--- config.mk ---
export PLATFORM = sky130hd
export DESIGN_NAME = demux1t2_32_stream
export DESIGN_NICKNAME = d
export VERILOG_FILES = /design/src/rtl/mux_pkg.sv /design/src/rtl/stream_fifo.sv /design/src/rtl/demux1t2_32_stream.sv
export SDC_FILE = /design/constraint.sdc
export NUM_CORES = 1
export LEC_CHECK = 0
export BUFFER_PORTS_ARGS = -buffer_cell sky130_fd_sc_hd__buf_4
export CELL_PAD_IN_SITES_DETAIL_PLACEMENT = 1
export CELL_PAD_IN_SITES_GLOBAL_PLACEMENT = 1
export CORE_UTILIZATION = 36
export DETAILED_ROUTE_END_ITERATION = 12
export PLACE_DENSITY_LB_ADDON = 0.05
export REMOVE_ABC_BUFFERS = 1
export SYNTH_ARGS = -nofsm -noshare
export SYNTH_HDL_FRONTEND = slang
export SYNTH_SLANG_ARGS = --single-unit
--- constraint.sdc ---
create_clock -name clk -period 1.6 [get_ports clk]
set_input_delay 0.08 -clock clk [delete_from_list [all_inputs] [get_ports clk]]
set_output_delay 0.08 -clock clk [all_outputs]
set_load 0.01 [all_outputs]
--- src/rtl/mux_pkg.sv ---
// Shared constants for the 32-bit mux/demux datapath blocks.
package mux_pkg;

  localparam int unsigned DATA_W     = 32;
  localparam int unsigned FIFO_DEPTH = 2;
  localparam int unsigned CNT_W      = 16;

endpackage : mux_pkg

--- src/rtl/stream_fifo.sv ---
// Small registered FIFO with occupancy counter; push is ignored when full, pop when empty.
module stream_fifo #(
  parameter int unsigned WIDTH = 32,
  parameter int unsigned DEPTH = 2
) (
  input  logic             clk,
  input  logic             rst_n,
  input  logic             push,
  input  logic [WIDTH-1:0] push_data,
  input  logic             pop,
  output logic [WIDTH-1:0] head_data,
  output logic             full,
  output logic             empty
);

  localparam int unsigned PTR_W = (DEPTH > 1) ? $clog2(DEPTH) : 1;
  localparam int unsigned OCC_W = $clog2(DEPTH + 1);

  logic [WIDTH-1:0] mem_q [DEPTH];
  logic [PTR_W-1:0] wr_ptr_q, wr_ptr_d;
  logic [PTR_W-1:0] rd_ptr_q, rd_ptr_d;
  logic [OCC_W-1:0] occ_q, occ_d;
  logic             do_push;
  logic             do_pop;

  assign full      = (occ_q == OCC_W'(DEPTH));
  assign empty     = (occ_q == '0);
  assign do_push   = push && !full;
  assign do_pop    = pop && !empty;
  assign head_data = mem_q[rd_ptr_q];

  // Pointers wrap naturally because DEPTH is a power of two.
  always_comb begin
    wr_ptr_d = wr_ptr_q;
    rd_ptr_d = rd_ptr_q;
    occ_d    = occ_q;
    if (do_push) wr_ptr_d = wr_ptr_q + PTR_W'(1);
    if (do_pop)  rd_ptr_d = rd_ptr_q + PTR_W'(1);
    case ({do_push, do_pop})
      2'b10:   occ_d = occ_q + OCC_W'(1);
      2'b01:   occ_d = occ_q - OCC_W'(1);
      default: occ_d = occ_q;
    endcase
  end

  always_ff @(posedge clk or negedge rst_n) begin
    if (!rst_n) begin
      wr_ptr_q <= '0;
      rd_ptr_q <= '0;
      occ_q    <= '0;
    end else begin
      wr_ptr_q <= wr_ptr_d;
      rd_ptr_q <= rd_ptr_d;
      occ_q    <= occ_d;
    end
  end

  // Storage is cleared on reset so an idle head reads as zero.
  always_ff @(posedge clk or negedge rst_n) begin
    if (!rst_n) begin
      for (int i = 0; i < int'(DEPTH); i++) mem_q[i] <= '0;
    end else if (do_push) begin
      mem_q[wr_ptr_q] <= push_data;
    end
  end

endmodule : stream_fifo

--- src/rtl/demux1t2_32_stream.sv ---
// Buffered 1-to-2 stream demultiplexer: steers each accepted word into one of two
// independent output FIFOs and counts words delivered on each port.
module demux1t2_32_stream
  import mux_pkg::*;
#(
  parameter int unsigned WIDTH = DATA_W,
  parameter int unsigned DEPTH = FIFO_DEPTH
) (
  input  logic             clk,
  input  logic             rst_n,
  input  logic [WIDTH-1:0] in_data,
  input  logic             in_sel,
  input  logic             in_valid,
  output logic             in_ready,
  output logic [WIDTH-1:0] out0_data,
  output logic             out0_valid,
  input  logic             out0_ready,
  output logic [WIDTH-1:0] out1_data,
  output logic             out1_valid,
  input  logic             out1_ready,
  output logic [CNT_W-1:0] out0_cnt,
  output logic [CNT_W-1:0] out1_cnt
);

  logic             full0, full1;
  logic             empty0, empty1;
  logic             accept;
  logic             push0, push1;
  logic             pop0, pop1;
  logic [CNT_W-1:0] cnt0_q, cnt0_d;
  logic [CNT_W-1:0] cnt1_q, cnt1_d;

  // Ready depends only on the selected FIFO, so a stalled port never blocks the other.
  assign in_ready = in_sel ? !full1 : !full0;
  assign accept   = in_valid && in_ready;
  assign push0    = accept && !in_sel;
  assign push1    = accept &&  in_sel;

  assign out0_valid = !empty0;
  assign out1_valid = !empty1;
  assign pop0       = out0_valid && out0_ready;
  assign pop1       = out1_valid && out1_ready;

  stream_fifo #(
    .WIDTH (WIDTH),
    .DEPTH (DEPTH)
  ) u_fifo0 (
    .clk       (clk),
    .rst_n     (rst_n),
    .push      (push0),
    .push_data (in_data),
    .pop       (pop0),
    .head_data (out0_data),
    .full      (full0),
    .empty     (empty0)
  );

  stream_fifo #(
    .WIDTH (WIDTH),
    .DEPTH (DEPTH)
  ) u_fifo1 (
    .clk       (clk),
    .rst_n     (rst_n),
    .push      (push1),
    .push_data (in_data),
    .pop       (pop1),
    .head_data (out1_data),
    .full      (full1),
    .empty     (empty1)
  );

  // Delivery counters wrap modulo 2^CNT_W.
  always_comb begin
    cnt0_d = cnt0_q;
    cnt1_d = cnt1_q;
    if (pop0) cnt0_d = cnt0_q + CNT_W'(1);
    if (pop1) cnt1_d = cnt1_q + CNT_W'(1);
  end

  always_ff @(posedge clk or negedge rst_n) begin
    if (!rst_n) begin
      cnt0_q <= '0;
      cnt1_q <= '0;
    end else begin
      cnt0_q <= cnt0_d;
      cnt1_q <= cnt1_d;
    end
  end

  assign out0_cnt = cnt0_q;
  assign out1_cnt = cnt1_q;

endmodule : demux1t2_32_stream

==> results by stage <==
Logic synthesis:
- The yosys synthesis warning count is 0.
- The biggest area contributor in the post-synthesis netlist is sky130_fd_sc_hd__dfrtp_1.
- The synthesized design contains 168 register bits.
- After technology mapping, the gate count stands at 490.
- Of the post-synthesis cell area, the dominant cell type holds 0.567.
- In this run the cell area of the synthesized design comes to 7410 um2.
- The sequential fraction of the synthesis area is 0.567.
- The count of unique library cells instantiated by Yosys is 29.
- Ranked by total cell area, the synthesized netlist is headed by sky130_fd_sc_hd__dfrtp_1 (57%), sky130_fd_sc_hd__mux2_2 (27%), sky130_fd_sc_hd__xnor2_1 (3.7%).
- The average size of a mapped cell is 15.1 um2.

Die:
- The width of the chip is 146 um.
- The die covers 21,200 um2.
- The area of the core is 20,200 um2.
- The top-level port count is 137.
- The initial utilization of the core area, before any placement, comes to 0.366.
- The floorplan step set the die height to 146 um.
- The initialized floorplan defines 52 standard-cell rows.

STA:
- The number of hold violations in the final report is 0.
- The final hold slack is 0.0198 ns.
- Setup slack on the critical path of the routed design comes to -0.0440 ns.
- The timing-limited maximum frequency is 608 MHz.
- The tightest slew margin relative to the limit is 0.759.
- The total negative setup slack is -0.651 ns.
- For the final database, setup skew stands at 0.00945 ns.
- The final number of max-transition violations is 0.
- The minimum period implied by the final worst setup slack is 1.64 ns.
- The transition time of the tightest slew-check pin is 0.360 ns.
- Setup repair after global routing could not meet its margin everywhere.
- The post-route clock period utilization is 1.03.
- Setup violations remaining at the end of the flow were counted as 23.

Worst hold path:
- The class of the most critical hold timing path is primary input to flip-flop.

Clock tree:
- The later-pin clock latency in the skew report is 0.43 ns.
- CTS built an H-tree with a depth of 4.
- The number of CTS-inserted buffers is 17.
- The post-CTS clock slew at the launch and capture registers of the worst setup and hold paths is 0.06 ns.
- The CTS tree is done.
- The longest clock path from root to sink contains 2 buffers.
- The CTS sink count is 168.
- In this run the clock root is driven by a sky130_fd_sc_hd__clkbuf_16.

Critical path:
- In this run the worst path has a maximum fanout of 22.
- The slowest stage cell on the critical path is sky130_fd_sc_hd__dfrtp_2.
- The maximum cell stage delay along the critical path is 0.39 ns.
- STA puts the critical path data required time at 1.52 ns.
- The critical path arrival is 1.56 ns.
- The worst setup path is captured at an output pin.
- The worst path buffer plus inverter count is 2.
- Grouping stages by cell kind, the critical path spends the most delay in flip-flops.
- Walking the worst path, the cells encountered are buf_12 > mux2_2 > buf_4.
- The critical path is of the flip-flop to output pin type.
- The critical path startpoint category is a flip-flop.

Pwr:
- The leakage power is 0.00469 uW.
- The cell area power density is 2070 nW/um2.
- The switching share of power is 0.304.
- The cell internal power dissipation is 14,800 uW.
- The combinational power share is 0.450.
- Total power for the finished layout comes to 21,300 uW.
- The share of total power dissipated in sequential elements is 0.346.
- The net switching power is 6480 uW.
- The clock network fraction of total power is 0.204.
- The worst voltage drop across the vdd grid is 0.866 mV.

Flow run:
- The max-cap violation count is 0.

Placement:
- The number of cells after detailed placement is 896.
- In this run the tool buffered the top-level ports with 136 buffer cells.
- The HPWL after detailed placement is 11.6 mm.
- The congestion estimate from routability-driven global placement came to 0.718.

Cells and area:
- The synthesis-to-finish area growth is 38.5%.
- The number of diodes is 0.
- Counting the fill cells in the layout gives 2,004.
- In the final layout, the share of cells above drive strength 1 is 0.554.
- The final net count is 730.
- The post-layout utilization of the core is 0.508.
- The post-layout instance count excluding filler cells is 969.

Detailed routing:
- The first TritonRoute pass finished after 4 iterations.
- The count of routing violations after the opening detailed-route iteration is 128.
- In the routed design, unresolved DRC markers number 0.
- In this run the remaining antenna-violating nets after routing total 0.
- The routed layout has 4,630 vias.
- The routed wirelength normalized by instance count is 18.1 um.
- The wire length reported by the detailed router is 17.6 mm.
- The via-per-instance ratio is 4.78.

Outcome:
- The final reports fail on negative setup slack.
- The run finished, with violations left.

Global route:
- The number of global-route vias before repair was 5,176.
- Summed over all layers, the global routing overflow is 0.
- Entering global routing, the biggest net connects 56 pins.
- The initial antenna violation count is 0.
- In the global route stage, overall resource usage came out at 0.172.
- The first global-routing pass estimated 28.0 mm of wire.
==> logic make-up (layout without fill, tap and decap cells) <==
logic type      after synthesis  after routing  synth area share
simple gates                 57             57            0.0554
fa+ha+maj                     4              4           0.00675
mux                         194            194             0.295
xor+xnor                     40             40            0.0473
compound gates                3              3           0.00287
flops                       168            168             0.567
buf+inv                      24            233            0.0260
==> timing repair <==
action                                 4_1_cts  5_1_grt
pin swaps                                    0        3
setup buffers                                0        4
hold buffers                                35        0
endpoints found under the hold margin      298        0
resized for setup                           33       39
gates cloned                                 0        4
setup endpoints to repair                   64       84
==> placed cells by master, fill, tap and decap left out, types with 2 or more instances in the layout <==
cell type                       instances
sky130_fd_sc_hd__clkbuf_1               5
sky130_fd_sc_hd__mux2_1                15
sky130_fd_sc_hd__inv_1                  2
sky130_fd_sc_hd__xnor2_1               31
sky130_fd_sc_hd__ha_1                   4
sky130_fd_sc_hd__buf_6                 26
sky130_fd_sc_hd__xor2_1                 9
sky130_fd_sc_hd__clkinvlp_4             3
sky130_fd_sc_hd__dfrtp_2                3
sky130_fd_sc_hd__and4_1                 5
sky130_fd_sc_hd__nand2b_4               2
sky130_fd_sc_hd__clkbuf_16             20
sky130_fd_sc_hd__nand3_1               11
sky130_fd_sc_hd__mux2_4                44
sky130_fd_sc_hd__nor2_4                 3
sky130_fd_sc_hd__buf_4                123
sky130_fd_sc_hd__bufinv_16              5
sky130_fd_sc_hd__dfrtp_1              165
sky130_fd_sc_hd__buf_12                13
sky130_fd_sc_hd__nand2_1               12
sky130_fd_sc_hd__or2_2                  2
sky130_fd_sc_hd__nand4_1                5
sky130_fd_sc_hd__and3_1                 6
sky130_fd_sc_hd__dlygate4sd3_1         35
sky130_fd_sc_hd__nor2_1                 4
sky130_fd_sc_hd__mux2_2               135
==> power by group through the flow <==
| stage | clock [uW] | combinational [uW] | sequential, uW |
|---|---|---|---|
| floorplan | 0 | 4630 | 7290 |
| global placement | 0 | 8440 | 7210 |
| detailed placement | 0 | 8630 | 7360 |
| CTS | 4500 | 9200 | 7330 |
| global route | 4640 | 10300 | 7620 |
| finish | 4350 | 9590 | 7360 |
==> per-stage QoR <==
step	setup slack, ns	instance area, um2
after floorplan	-0.149	7230
after global placement	0.101	8900
after detailed placement	0.0528	8900
after CTS	-0.0611	9990
after global routing	-0.0894	10300
final	-0.0440	10300
==> cells in the mapped netlist <==
cell type,count
sky130_fd_sc_hd__dfrtp_1,168
sky130_fd_sc_hd__nor2_4,3
sky130_fd_sc_hd__nand2_1,12
sky130_fd_sc_hd__inv_1,2
sky130_fd_sc_hd__mux2_2,178
sky130_fd_sc_hd__xnor2_1,31
sky130_fd_sc_hd__o21ai_1,1
sky130_fd_sc_hd__mux2_1,16
sky130_fd_sc_hd__nand2b_4,2
sky130_fd_sc_hd__nand4_1,5
sky130_fd_sc_hd__o211ai_1,1
sky130_fd_sc_hd__nand4b_4,1
sky130_fd_sc_hd__xor2_1,9
sky130_fd_sc_hd__or2_2,2
sky130_fd_sc_hd__nor2_1,5
sky130_fd_sc_hd__nand3_1,11
sky130_fd_sc_hd__buf_4,1
sky130_fd_sc_hd__clkbuf_1,2
sky130_fd_sc_hd__buf_2,7
sky130_fd_sc_hd__nand3b_4,1
sky130_fd_sc_hd__ha_1,4
sky130_fd_sc_hd__o21ai_2,1
sky130_fd_sc_hd__nand4_4,1
sky130_fd_sc_hd__buf_6,12
sky130_fd_sc_hd__and2_1,1
sky130_fd_sc_hd__and4_1,5
sky130_fd_sc_hd__and3_1,6
sky130_fd_sc_hd__nand3_4,1
sky130_fd_sc_hd__nor3_4,1
==> worst register-to-register path, stage by stage, from the launching register on <==
cell                       delay, ns
sky130_fd_sc_hd__dfrtp_1        0.41
sky130_fd_sc_hd__nand2b_4       0.19
sky130_fd_sc_hd__nand3b_4       0.11
sky130_fd_sc_hd__nor2_4         0.14
sky130_fd_sc_hd__buf_12         0.14
sky130_fd_sc_hd__buf_12         0.16
sky130_fd_sc_hd__mux2_2         0.35
==> metal layers <==
metal | up-vias | routed length [um] | GRT usage
li1 | 2121 | - | -
met4 | 0 | 228 | 0.0558
met3 | 17 | 685 | 0.0461
met5 | - | 0 | 0
met1 | 2405 | 7550 | 0.201
met2 | 87 | 9120 | 0.304
==> final cells by class <==
cell class              count  area [um2]  share of cell area
inverters                   2        7.51            0.000731
clock buffers              22         444              0.0432
well taps                 270         338              0.0329
clock inverters             8         173              0.0168
multi-input cells         298        3180               0.310
repair buffers            201        1920               0.187
flip-flops and latches    168        4210               0.410
==> path summary, 6_finish.rpt <==
kind / end / startpoint / cells past startpoint / slack (ns)
setup reg to reg: u_fifo0.mem_q[45] / u_fifo0.occ_q[0] / 6 / 0
max in group asynchronous: u_fifo1.mem_q[40] / rst_n / 3 / 0.90
setup / recovery: out1_data[15] / u_fifo1.rd_ptr_q / 3 / -0.04
hold reg to reg: out1_cnt[15] / out1_cnt[15] / 1 / 0.47
hold / removal: u_fifo1.wr_ptr_q / in_valid / 3 / 0.02
min in group asynchronous: out0_cnt[11] / rst_n / 2 / 0.10
==> registers in the layout, summed over array words and instances, names as in the netlist <==
name	count
u_fifo0.wr_ptr_q	1
u_fifo1.wr_ptr_q	1
u_fifo0.rd_ptr_q	1
u_fifo1.mem_q	64
out1_cnt	16
u_fifo1.occ_q	2
u_fifo0.occ_q	2
out0_cnt	16
u_fifo1.rd_ptr_q	1
u_fifo0.mem_q	64
Note: power is estimated with default switching activity, not from simulation.
